==> src/rtl/addsub_pipe.sv <==
// Pipelined two's-complement add/subtract: WIDTH is cut into STAGES slices, one resolved per stage,
// with the carry registered between stages. Define ADDSUB_PIPE_SAT_EN for per-op saturation (in_sat).
module addsub_pipe #(
  parameter int WIDTH  = 16,
  parameter int STAGES = 4
) (
  input  logic             clk,
  input  logic             rst_n,
  input  logic             in_valid,
  output logic             in_ready,
  input  logic             in_sub,
`ifdef ADDSUB_PIPE_SAT_EN
  input  logic             in_sat,
`endif
  input  logic [WIDTH-1:0] in_a,
  input  logic [WIDTH-1:0] in_b,
  output logic             out_valid,
  input  logic             out_ready,
  output logic [WIDTH-1:0] out_result,
  output logic             out_cout,
  output logic             out_borrow,
  output logic             out_ovf,
  output logic             out_zero,
  output logic [WIDTH:0]   out_combine
);
  localparam int SW = WIDTH / STAGES;

  typedef struct packed {
    logic [WIDTH-1:0] result;
    logic             cout;
    logic             borrow;
    logic             ovf;
    logic             zero;
  } rsp_t;

  logic            advance;
  logic [STAGES:1] vld_pipe;
  rsp_t            rsp_n, rsp_q;

  // One global enable: the whole pipe moves only when the output slot can drain.
  assign advance   = !out_valid || out_ready;
  assign in_ready  = advance;
  assign out_valid = vld_pipe[STAGES];

  if (STAGES == 1) begin : vsh
    always_ff @(posedge clk or negedge rst_n)
      if (!rst_n)       vld_pipe <= '0;
      else if (advance) vld_pipe <= in_valid;
  end else begin : vsh
    always_ff @(posedge clk or negedge rst_n)
      if (!rst_n)       vld_pipe <= '0;
      else if (advance) vld_pipe <= {vld_pipe[STAGES-1:1], in_valid};
  end

  // Stages 0..STAGES-2: resolve one slice, forward the still-unused upper operand bits.
  genvar k;
  for (k = 0; k < STAGES-1; k++) begin : mid
    localparam int IW = WIDTH - k*SW;
    localparam int RW = (k+1)*SW;
    logic [IW-1:0]    a_s, b_s;
    logic             c_s, sub_s;
    logic [RW-1:0]    res_s;
    logic [SW:0]      sum;
    logic [IW-SW-1:0] a_q, b_q;
    logic             c_q, sub_q;
    logic [RW-1:0]    res_q;
`ifdef ADDSUB_PIPE_SAT_EN
    logic             sat_s, sat_q;
`endif

    if (k == 0) begin : src
      assign a_s   = in_a;
      assign b_s   = in_b ^ {WIDTH{in_sub}};
      assign c_s   = in_sub;
      assign sub_s = in_sub;
      assign res_s = sum[SW-1:0];
`ifdef ADDSUB_PIPE_SAT_EN
      assign sat_s = in_sat;
`endif
    end else begin : src
      assign a_s   = mid[k-1].a_q;
      assign b_s   = mid[k-1].b_q;
      assign c_s   = mid[k-1].c_q;
      assign sub_s = mid[k-1].sub_q;
      assign res_s = {sum[SW-1:0], mid[k-1].res_q};
`ifdef ADDSUB_PIPE_SAT_EN
      assign sat_s = mid[k-1].sat_q;
`endif
    end

    assign sum = {1'b0, a_s[SW-1:0]} + {1'b0, b_s[SW-1:0]} + {{SW{1'b0}}, c_s};

    always_ff @(posedge clk or negedge rst_n) begin
      if (!rst_n) begin
        a_q   <= '0;
        b_q   <= '0;
        c_q   <= 1'b0;
        sub_q <= 1'b0;
        res_q <= '0;
`ifdef ADDSUB_PIPE_SAT_EN
        sat_q <= 1'b0;
`endif
      end else if (advance) begin
        a_q   <= a_s[IW-1:SW];
        b_q   <= b_s[IW-1:SW];
        c_q   <= sum[SW];
        sub_q <= sub_s;
        res_q <= res_s;
`ifdef ADDSUB_PIPE_SAT_EN
        sat_q <= sat_s;
`endif
      end
    end
  end

  // Last stage: top slice plus flags.
  logic [WIDTH-1:0] fres;
  logic             fcout, fa_msb, fb_msb, fsub;
`ifdef ADDSUB_PIPE_SAT_EN
  logic             fsat;
`endif

  if (STAGES == 1) begin : fin
    logic [WIDTH-1:0] b_eff;
    logic [WIDTH:0]   sum;
    assign b_eff  = in_b ^ {WIDTH{in_sub}};
    assign sum    = {1'b0, in_a} + {1'b0, b_eff} + {{WIDTH{1'b0}}, in_sub};
    assign fres   = sum[WIDTH-1:0];
    assign fcout  = sum[WIDTH];
    assign fa_msb = in_a[WIDTH-1];
    assign fb_msb = b_eff[WIDTH-1];
    assign fsub   = in_sub;
`ifdef ADDSUB_PIPE_SAT_EN
    assign fsat   = in_sat;
`endif
  end else begin : fin
    logic [SW:0] sum;
    assign sum    = {1'b0, mid[STAGES-2].a_q} + {1'b0, mid[STAGES-2].b_q}
                  + {{SW{1'b0}}, mid[STAGES-2].c_q};
    assign fres   = {sum[SW-1:0], mid[STAGES-2].res_q};
    assign fcout  = sum[SW];
    assign fa_msb = mid[STAGES-2].a_q[SW-1];
    assign fb_msb = mid[STAGES-2].b_q[SW-1];
    assign fsub   = mid[STAGES-2].sub_q;
`ifdef ADDSUB_PIPE_SAT_EN
    assign fsat   = mid[STAGES-2].sat_q;
`endif
  end

  logic ovf;
  logic [WIDTH-1:0] res_f;

  always_comb begin
    // carry into MSB is a^b^r at the MSB; overflow when it differs from carry out
    ovf   = fa_msb ^ fb_msb ^ fres[WIDTH-1] ^ fcout;
    res_f = fres;
`ifdef ADDSUB_PIPE_SAT_EN
    if (fsat && ovf)
      res_f = fa_msb ? {1'b1, {(WIDTH-1){1'b0}}} : {1'b0, {(WIDTH-1){1'b1}}};
`endif
    rsp_n.result = res_f;
    rsp_n.cout   = fcout;
    rsp_n.borrow = fsub & ~fcout;
    rsp_n.ovf    = ovf;
    rsp_n.zero   = ~|res_f;
  end

  always_ff @(posedge clk or negedge rst_n)
    if (!rst_n)       rsp_q <= '0;
    else if (advance) rsp_q <= rsp_n;

  assign out_result  = rsp_q.result;
  assign out_cout    = rsp_q.cout;
  assign out_borrow  = rsp_q.borrow;
  assign out_ovf     = rsp_q.ovf;
  assign out_zero    = rsp_q.zero;
  assign out_combine = {rsp_q.cout, rsp_q.result};

endmodule

==> config.mk <==
export PLATFORM = sky130hd
export DESIGN_NAME = addsub_pipe
export DESIGN_NICKNAME = d
export VERILOG_FILES = /design/src/rtl/addsub_pipe.sv
export SDC_FILE = /design/constraint.sdc
export NUM_CORES = 1
export LEC_CHECK = 0
export BUFFER_PORTS_ARGS = -buffer_cell sky130_fd_sc_hd__buf_2
export CORE_MARGIN = 4
export CORE_UTILIZATION = 63
export CTS_BUF_LIST = sky130_fd_sc_hd__clkbuf_4
export DETAILED_ROUTE_END_ITERATION = 8
export PLACE_DENSITY = 0.85
export SLEW_MARGIN = 20
export SYNTH_ARGS = -nofsm -noshare
export SYNTH_HDL_FRONTEND = slang
export SYNTH_SLANG_ARGS = --single-unit
export TNS_END_PERCENT = 30
==> constraint.sdc <==
create_clock -name clk -period 4.76 [get_ports clk]
set_input_delay 0.952 -clock clk [delete_from_list [all_inputs] [get_ports clk]]
set_output_delay 0.952 -clock clk [all_outputs]
set_load 0.005 [all_outputs]
---- Word level (Yosys, flattened, before mapping) ----
Index checks and enable logic that the tools add are counted.
operators by class
  $add $sub $neg .......................... 8
  $mul .................................... 0
  div/mod/pow operators ................... 0
  $lt $le $gt $ge ......................... 0
  eq/ne operators ......................... 0
  shift operators ......................... 0
  muxes and demuxes ....................... 0
  bitwise gates (word level) .............. 6
  reduce and logical (&&, ||, !) cells .... 4
operator list
  cell                  number
  adder 4 x 4 -> 5 bit  4
  adder 5 x 1 -> 5 bit  4
  OR reduction 16 bit   1
  bitwise XOR 16 bit    1
  bitwise XOR 1 bit     3
  logical NOT 1 bit     2
  AND 1 bit             1
  logical OR 1 bit      1
  NOT 1 bit             1
word-level totals
  flip-flop bits (word level) ............. 102
  latch bits .............................. 0
  bits in writable memories ............... 0
  ROM bits ................................ 0
  logic and storage cells ................. 39
  memories kept ........................... 0

---- Logic depth before layout (Yosys ltp) ----
Gate-level depths: netlist (run 1).
  word-level depth ........................ 4
  mapped depth ............................ 8
  mapped depth without buffers ............ 6

---- Worst setup path before layout (run 1) ----
OpenSTA, ideal clock, no wires.
  path kind ............................... input -> register
  start ................................... input port in_sub
  end ..................................... register mid[0].res_q[3]
  setup time .............................. 125 ps
  arrival ................................. 2458 ps
  path slack .............................. 2177 ps
  stages on the path ...................... 8
  path buffers ............................ 2
  path through ............................ buf_6 buf_2 xor2_1 ha_1 a21o_1 a31oi_4 xnor2_1 mux2_4
between the ends
  cells in the longest elaborated chain, start to end .. 3
RTL lines
  element                   line  RTL
  start: declaration        11    input logic in_sub,
  bitwise XOR 16 bit        73    assign b_s = in_b ^ {WIDTH{in_sub}};
  adder 4 x 4 -> 5 bit      91    assign sum = {1'b0, a_s[SW-1:0]} + {1'b0, b_s[SW-1:0]} + {{SW{1'b0}}, c_s};
  adder 5 x 1 -> 5 bit (*)  91
  end signal: assignment    108   res_q <= res_s;
  end: declaration          66    logic [RW-1:0] res_q;
Mark *: on every way between the ends. The rest lies on a longest branch, timed or not.
A chain may end at the register's enable or synchronous reset.

---- Worst setup path in the final report (run 1) ----
  start ................................... input port out_ready
  end ..................................... output port in_ready
between the ends
  cells in the longest elaborated chain, start to end .. 1
RTL lines
  element             line  RTL
  start: declaration  18    input logic out_ready,
  logical OR 1 bit    41    assign advance = !out_valid || out_ready;
  end: declaration    10    output logic in_ready,
No other way between the ends.

==> impl_metrics.py, run 1 <==
metrics = {
    "yosys": {
        "synth_common_cells": "nand2_1, dfrtp_1, o21ai_0",
        "netlist_area_um2": 4570,
        "yosysMostFrequentCell": "nand2_1",
        "synth-seq-area-share": 0.559,
        "synth_top_cell_area_share": 0.559,
        "async_flop_share": 1.00,
        "synthTopCellsByArea": "dfrtp_1, nand2_1, ha_1",
        "yosysTopAreaCell": "dfrtp_1",
        "ys.flop_type": "dfrtp_1",
        "syn_nets": 545,
        "ys_types": 27,
        "yosys_warnings": 0,
        "synth-seq-cells": 102,
        "netlist_instances": 489,
        "synth-edff-count": 0,
        "syn_avg_cell_area_um2": 9.34,
    },
    "setup_path": {
        "required_ns": 3.81,
        "crit_start": "out_ready",
        "reg2reg_from": "mid[2].a_q[0]$_DFFE_PN0P_",
        "arrival_ns": 1.37,
        "crit_type": "in -> out",
        "cp-start-kind": "input pin",
        "ff2ff_setup_slack_ns": 2.69,
        "crit_end": "in_ready",
        "reg2regPathDepth": 5,
        "cp_max_fo": 2,
        "crit_path_end_kind": "output port",
        "r2r-end": "out_zero$_DFFE_PN0P_",
    },
    "power_and_ir_drop": {
        "power_frac_comb": 0.378,
        "ir_worst_vdd_mv": 0.264,
        "power_mw": 3.07,
        "internal-power_mw": 1.92,
        "p_sw_mw": 1.15,
        "p_sw_frac": 0.376,
        "p_seq_frac": 0.484,
        "leakagePower_nw": 2.67,
        "p_per_area_nw_per_um2": 617,
        "p_clk_frac": 0.138,
    },
    "finish": {
        "nets": 593,
        "num_antenna_cells": 0,
        "design_area_um2": 4980,
        "syn2layout_area_growth_pct": 9.04,
        "multi_input_area_um2": 1770,
        "layoutNonFillerInstCount": 636,
        "fillCellCount": 566,
        "regArea_um2": 2550,
        "postLayoutCoreUtil": 0.721,
        "drive_gt1_frac": 0.180,
    },
    "timing": {
        "fmax_ghz": 0.430,
        "fin_crit_ns": 2.33,
        "rsz0062_at_grt": "false",
        "setup_ws_ns": 2.43,
        "tns_ns": 0,
        "hold_viol": 0,
        "finClkSkew_ns": 0.0112,
        "hold_ws_ns": 0.477,
        "setup_viol": 0,
        "maxSlewViolCount": 0,
        "worstMarginPinSlew_ns": 0.999,
        "slew_headroom": 0.334,
        "fin_crit_sh": 0.489,
    },
    "job": {
        "maxCapViolCount": 0,
    },
    "routing": {
        "vias": 3279,
        "drtAntennaViolNets": 0,
        "drt_iter0_markers": 183,
        "firstDrtPassIters": 4,
        "avgRoutedWirePerCell_um": 12.8,
        "drc": 0,
        "avgViaCountPerCell": 5.16,
        "wl_um": 8110,
    },
    "clock_network": {
        "cts_buffers": 9,
        "clkLatencyLatePin_ns": 0.43,
        "cts_htree_levels": 3,
        "post_cts_resized": 0,
        "cts_root_buf": "clkbuf_4",
        "clk_transition_reported_paths_ns": 0.13,
        "cts_max_path_buffers": 2,
        "postCtsSetupBuffers": 0,
        "cts_tree": "yes",
        "cts_hold_buf": 0,
        "clock_sinks": 102,
    },
    "grt": {
        "grt_max_degree": 114,
        "grt_pass1_wl_um": 14000,
        "grt-ovfl-total": 0,
        "grt_pass1_vias": 3166,
        "grt.total_usage": 0.204,
        "grt_antenna_before_repair": 0,
    },
    "placed_design": {
        "place_ws_ns": 2.10,
        "gp_congestion": 0.780,
        "io_buffers": 75,
        "place_area_um2": 4860,
        "dpl.hpwl_um": 5720,
        "dp_cells": 622,
    },
    "die": {
        "core_area_um2": 6910,
        "dieArea_um2": 8680,
        "fp-row-count": 30,
        "initial_core_util": 0.662,
        "io_pins": 76,
        "die_w_um": 93.2,
        "fp.dieH_um": 93.2,
    },
    "outcome": {
        "outcome": "completed",
    },
    "worst_hold_path": {
        "min_path_type": "reg -> reg",
    },
}
## worst max-delay path: stages
cell and delay (ns):
buf_2 0.12, nor2b_4 0.12, inv_2 0.06, buf_2 0.12
## placed cells by master, fill, tap and decap left out, types with 2 or more instances in the layout
master / n
fa_1: 7
buf_4: 4
nor4_1: 3
a21o_1: 6
nor2_1: 7
clkbuf_4: 12
buf_2: 74
xor2_1: 7
ha_1: 12
xnor2_1: 17
dfrtp_1: 102
mux2_4: 2
a21oi_1: 11
o21ai_0: 25
inv_1: 4
nand2_1: 235
## how the worst min path moves through the flow
| stage | startpoint | end | slack [ns] | depth (start not counted) |
|---|---|---|---|---|
| global placement | vld_pipe[3]$_DFFE_PN0P_ | vld_pipe[3]$_DFFE_PN0P_ | 0.45 | 2 |
| detailed placement | vld_pipe[3]$_DFFE_PN0P_ | vld_pipe[4]$_DFFE_PN0P_ | 0.45 | 1 |
| floorplan | vld_pipe[3]$_DFFE_PN0P_ | vld_pipe[3]$_DFFE_PN0P_ | 0.43 | 2 |
| CTS | vld_pipe[3]$_DFFE_PN0P_ | vld_pipe[4]$_DFFE_PN0P_ | 0.48 | 1 |
| finish | vld_pipe[3]$_DFFE_PN0P_ | vld_pipe[4]$_DFFE_PN0P_ | 0.48 | 1 |
| global route | mid[1].a_q[4]$_DFFE_PN0P_ | mid[1].a_q[4]$_DFFE_PN0P_ | 0.51 | 2 |
## routing by layer
metal	track usage	vias up	wire length [µm]
met1	0.256	1539	3580
met3	0.0555	13	516
met4	0.0623	0	106
met5	0	-	0
li1	-	1623	-
met2	0.345	104	3910
## registers in the layout (all words and copies together) (netlist names), 2 cells and up
signal	count
mid.sub_q	2
mid.b_q	24
out_result	16
mid.res_q	24
mid.a_q	24
mid.c_q	3
vld_pipe	4
## cell families after synthesis
family          synth area share
compound gates            0.0575
flops                      0.559
xor+xnor                  0.0460
buf+inv                   0.0567
simple gates               0.211
mux                      0.00657
fa+ha+maj                 0.0635
## area by class of cell
type / instances / share of cell area
Clock inverter: 2 / 0.00703
Timing Repair Buffer: 78 / 0.0804
Multi-Input combinational cell: 341 / 0.354
Clock buffer: 12 / 0.0181
Tap cell: 96 / 0.0241
Inverter: 5 / 0.00377
Sequential cell: 102 / 0.512
## power groups by stage
stage | Combinational, mW | Clock, mW | Sequential [mW]
after floorplan | 0.893 | 0 | 1.46
after global placement | 1.11 | 0 | 1.48
after detailed placement | 1.17 | 0 | 1.51
after CTS | 1.17 | 0.431 | 1.49
after global routing | 1.35 | 0.467 | 1.54
final | 1.16 | 0.423 | 1.49
No activity file was read; power rests on OpenSTA's default activity.
==> run 2: changes to the inputs <==
ABC_AREA = 1   (was not set)
CORE_UTILIZATION = 58   (was 63)
PLACE_DENSITY = 0.79   (was 0.85)
clock period = 2.4 ns   (was 4.76 ns; I/O delays follow)
==> impl_metrics.py, run 2 <==
metrics = {
    "grt": {
        "grt_antenna_before_repair": 0,
        "grt.total_usage": 0.186,
        "grt_max_degree": 111,
        "grt_pass1_wl_um": 14700,
        "grt-ovfl-total": 0,
        "grt_pass1_vias": 3295,
    },
    "yosys": {
        "netlist_instances": 519,
        "ys.flop_type": "dfrtp_1",
        "syn_nets": 575,
        "yosys_warnings": 0,
        "synth-seq-cells": 102,
        "yosysTopAreaCell": "dfrtp_1",
        "async_flop_share": 1.00,
        "synth-edff-count": 0,
        "syn_avg_cell_area_um2": 8.99,
        "synth_common_cells": "nand2_1, dfrtp_1, o21ai_0",
        "synth_top_cell_area_share": 0.547,
        "netlist_area_um2": 4660,
        "yosysMostFrequentCell": "nand2_1",
        "ys_types": 24,
        "synthTopCellsByArea": "dfrtp_1, nand2_1, o21ai_0",
        "synth-seq-area-share": 0.547,
    },
    "setup_path": {
        "ff2ff_setup_slack_ns": 0.45,
        "slowest_stage": "fa_1",
        "arrival_ns": 2.31,
        "cp-start-kind": "flip-flop",
        "crit_family": "adder cells",
        "required_ns": 2.77,
        "path_cells": "fa_1 -> fa_1 -> nor2_1 -> nand2_1 -> nor2_1 -> nand3_1 -> o21ai_0",
        "crit_type": "reg -> reg",
        "critical_path_buf_inv_count": 0,
        "crit_path_end_kind": "flip-flop",
        "cp_max_fo": 2,
        "slowest_delay_ns": 0.47,
    },
    "finish": {
        "nets": 624,
        "postLayoutCoreUtil": 0.659,
        "num_antenna_cells": 0,
        "final_cell_mix": "nand2_1, dfrtp_1, buf_2, o21ai_0, inv_1",
        "drive_gt1_frac": 0.169,
        "largestRegisters": "mid.a_q x24, mid.b_q x24, mid.res_q x24",
        "final_common_cell": "nand2_1",
        "syn2layout_area_growth_pct": 9.82,
    },
    "clock_network": {
        "clkLatencyLatePin_ns": 0.43,
        "cts_hold_buf": 0,
        "cts_root_buf": "clkbuf_4",
        "clock_sinks": 102,
        "post_cts_resized": 0,
        "cts_max_path_buffers": 2,
        "cts_htree_levels": 3,
        "postCtsSetupBuffers": 0,
        "clk_transition_reported_paths_ns": 0.15,
        "cts_buffers": 9,
        "cts_tree": "yes",
    },
    "outcome": {
        "outcome": "completed",
    },
    "routing": {
        "drc": 0,
        "wl_um": 8410,
        "vias": 3365,
        "firstDrtPassIters": 4,
        "drtAntennaViolNets": 0,
        "avgViaCountPerCell": 4.99,
        "drt_iter0_markers": 212,
        "avgRoutedWirePerCell_um": 12.5,
    },
    "timing": {
        "maxSlewViolCount": 0,
        "fin_crit_ns": 1.95,
        "finClkSkew_ns": 0.0144,
        "fmax_ghz": 0.514,
        "worstMarginPinSlew_ns": 0.535,
        "setup_viol": 0,
        "tns_ns": 0,
        "fin_crit_sh": 0.811,
        "rsz0062_at_grt": "false",
        "slew_headroom": 0.643,
        "hold_viol": 0,
    },
    "power_and_ir_drop": {
        "leakagePower_nw": 2.71,
        "ir_worst_vdd_mv": 0.437,
        "p_per_area_nw_per_um2": 1230,
    },
    "placed_design": {
        "dpl.hpwl_um": 5740,
        "gp_congestion": 0.818,
        "io_buffers": 75,
    },
    "die": {
        "fp.dieH_um": 97.7,
        "die_w_um": 97.7,
        "dieArea_um2": 9540,
        "fp-row-count": 32,
        "initial_core_util": 0.600,
        "io_pins": 76,
        "core_area_um2": 7770,
    },
    "job": {
        "maxCapViolCount": 0,
    },
    "worst_hold_path": {
        "min_path_type": "in -> async",
    },
}
run 2: changes by cell type after synthesis, sizes merged, moves of 5 or more:
cell / change
o21ai: +28
buf: +8
nand2: -28
nand3: +10
inv: +29
xnor2: -5
clkbuf: -8
a21o: -6
nor2: +13
run 2: report_power, final:
group | internal [mW] | switching (mW)
clock | 0.416 | 0.541
combinational | 0.996 | 1.40
sequential | 2.47 | 0.453
total | 3.88 | 2.40
run 2: worst reg2reg max path, stage by stage (launching register included):
cell	delay, ns
dfrtp_1	0.44
fa_1	0.47
fa_1	0.46
nor2_1	0.10
nand2_1	0.05
nor2_1	0.12
nand3_1	0.10
o21ai_0	0.14
run 2: path summary, 6_finish.rpt:
path	from	endpoint	depth (start not counted)
hold / removal	rst_n	vld_pipe[1]$_DFFE_PN0P_	2
setup / recovery	mid[2].a_q[0]$_DFFE_PN0P_	out_zero$_DFFE_PN0P_	7
hold reg to reg	vld_pipe[3]$_DFFE_PN0P_	vld_pipe[4]$_DFFE_PN0P_	2
min in group clk	in_a[8]	mid[0].a_q[4]$_DFFE_PN0P_	3
max in group asynchronous	rst_n	mid[1].a_q[6]$_DFFE_PN0P_	2
setup reg to reg	mid[2].a_q[0]$_DFFE_PN0P_	out_zero$_DFFE_PN0P_	7
run 2: final cells by class:
cell class                 count  area, µm²
clock buffer                   9       67.6
clock inverter                 7       88.8
fill                         662       2650
inverter                      34        128
multi-input combinational    342       1710
sequential                   102       2550
tap                          102        128
timing repair buffer          79        445
run 2: logic make-up after synthesis:
| group | count (synthesis) | share of synthesized area |
|---|---|---|
| AOI/OAI and AO/OA | 65 | 0.0730 |
| xor gates and xnor gates | 15 | 0.0282 |
| adders and majority gates | 19 | 0.0622 |
| buffers and inverters | 75 | 0.0856 |
| DFF | 102 | 0.547 |
| and+or+nand+nor | 243 | 0.204 |
run 2: per-stage QoR:
step / power [mW] / hold WS (ns) / std cells / area, µm² / setup slack [ns]
detailed placement: 5.39 / 0.441 / 659 / 4960 / 0.498
CTS: 6.35 / 0.0965 / 675 / 5120 / 0.449
global placement: 5.24 / 0.438 / 659 / 4960 / 0.564
finish: 6.27 / 0.0628 / 675 / 5120 / 0.454
global route: 6.88 / 0.108 / 675 / 5120 / 0.294
floorplan: 4.74 / 0.184 / 519 / 4660 / 0.605
run 2: per-layer routing:
metal / global-route usage / wire length [µm]
met5: 0 / 0
met4: 0.0501 / 124
met3: 0.0452 / 415
met2: 0.309 / 3930
met1: 0.244 / 3940
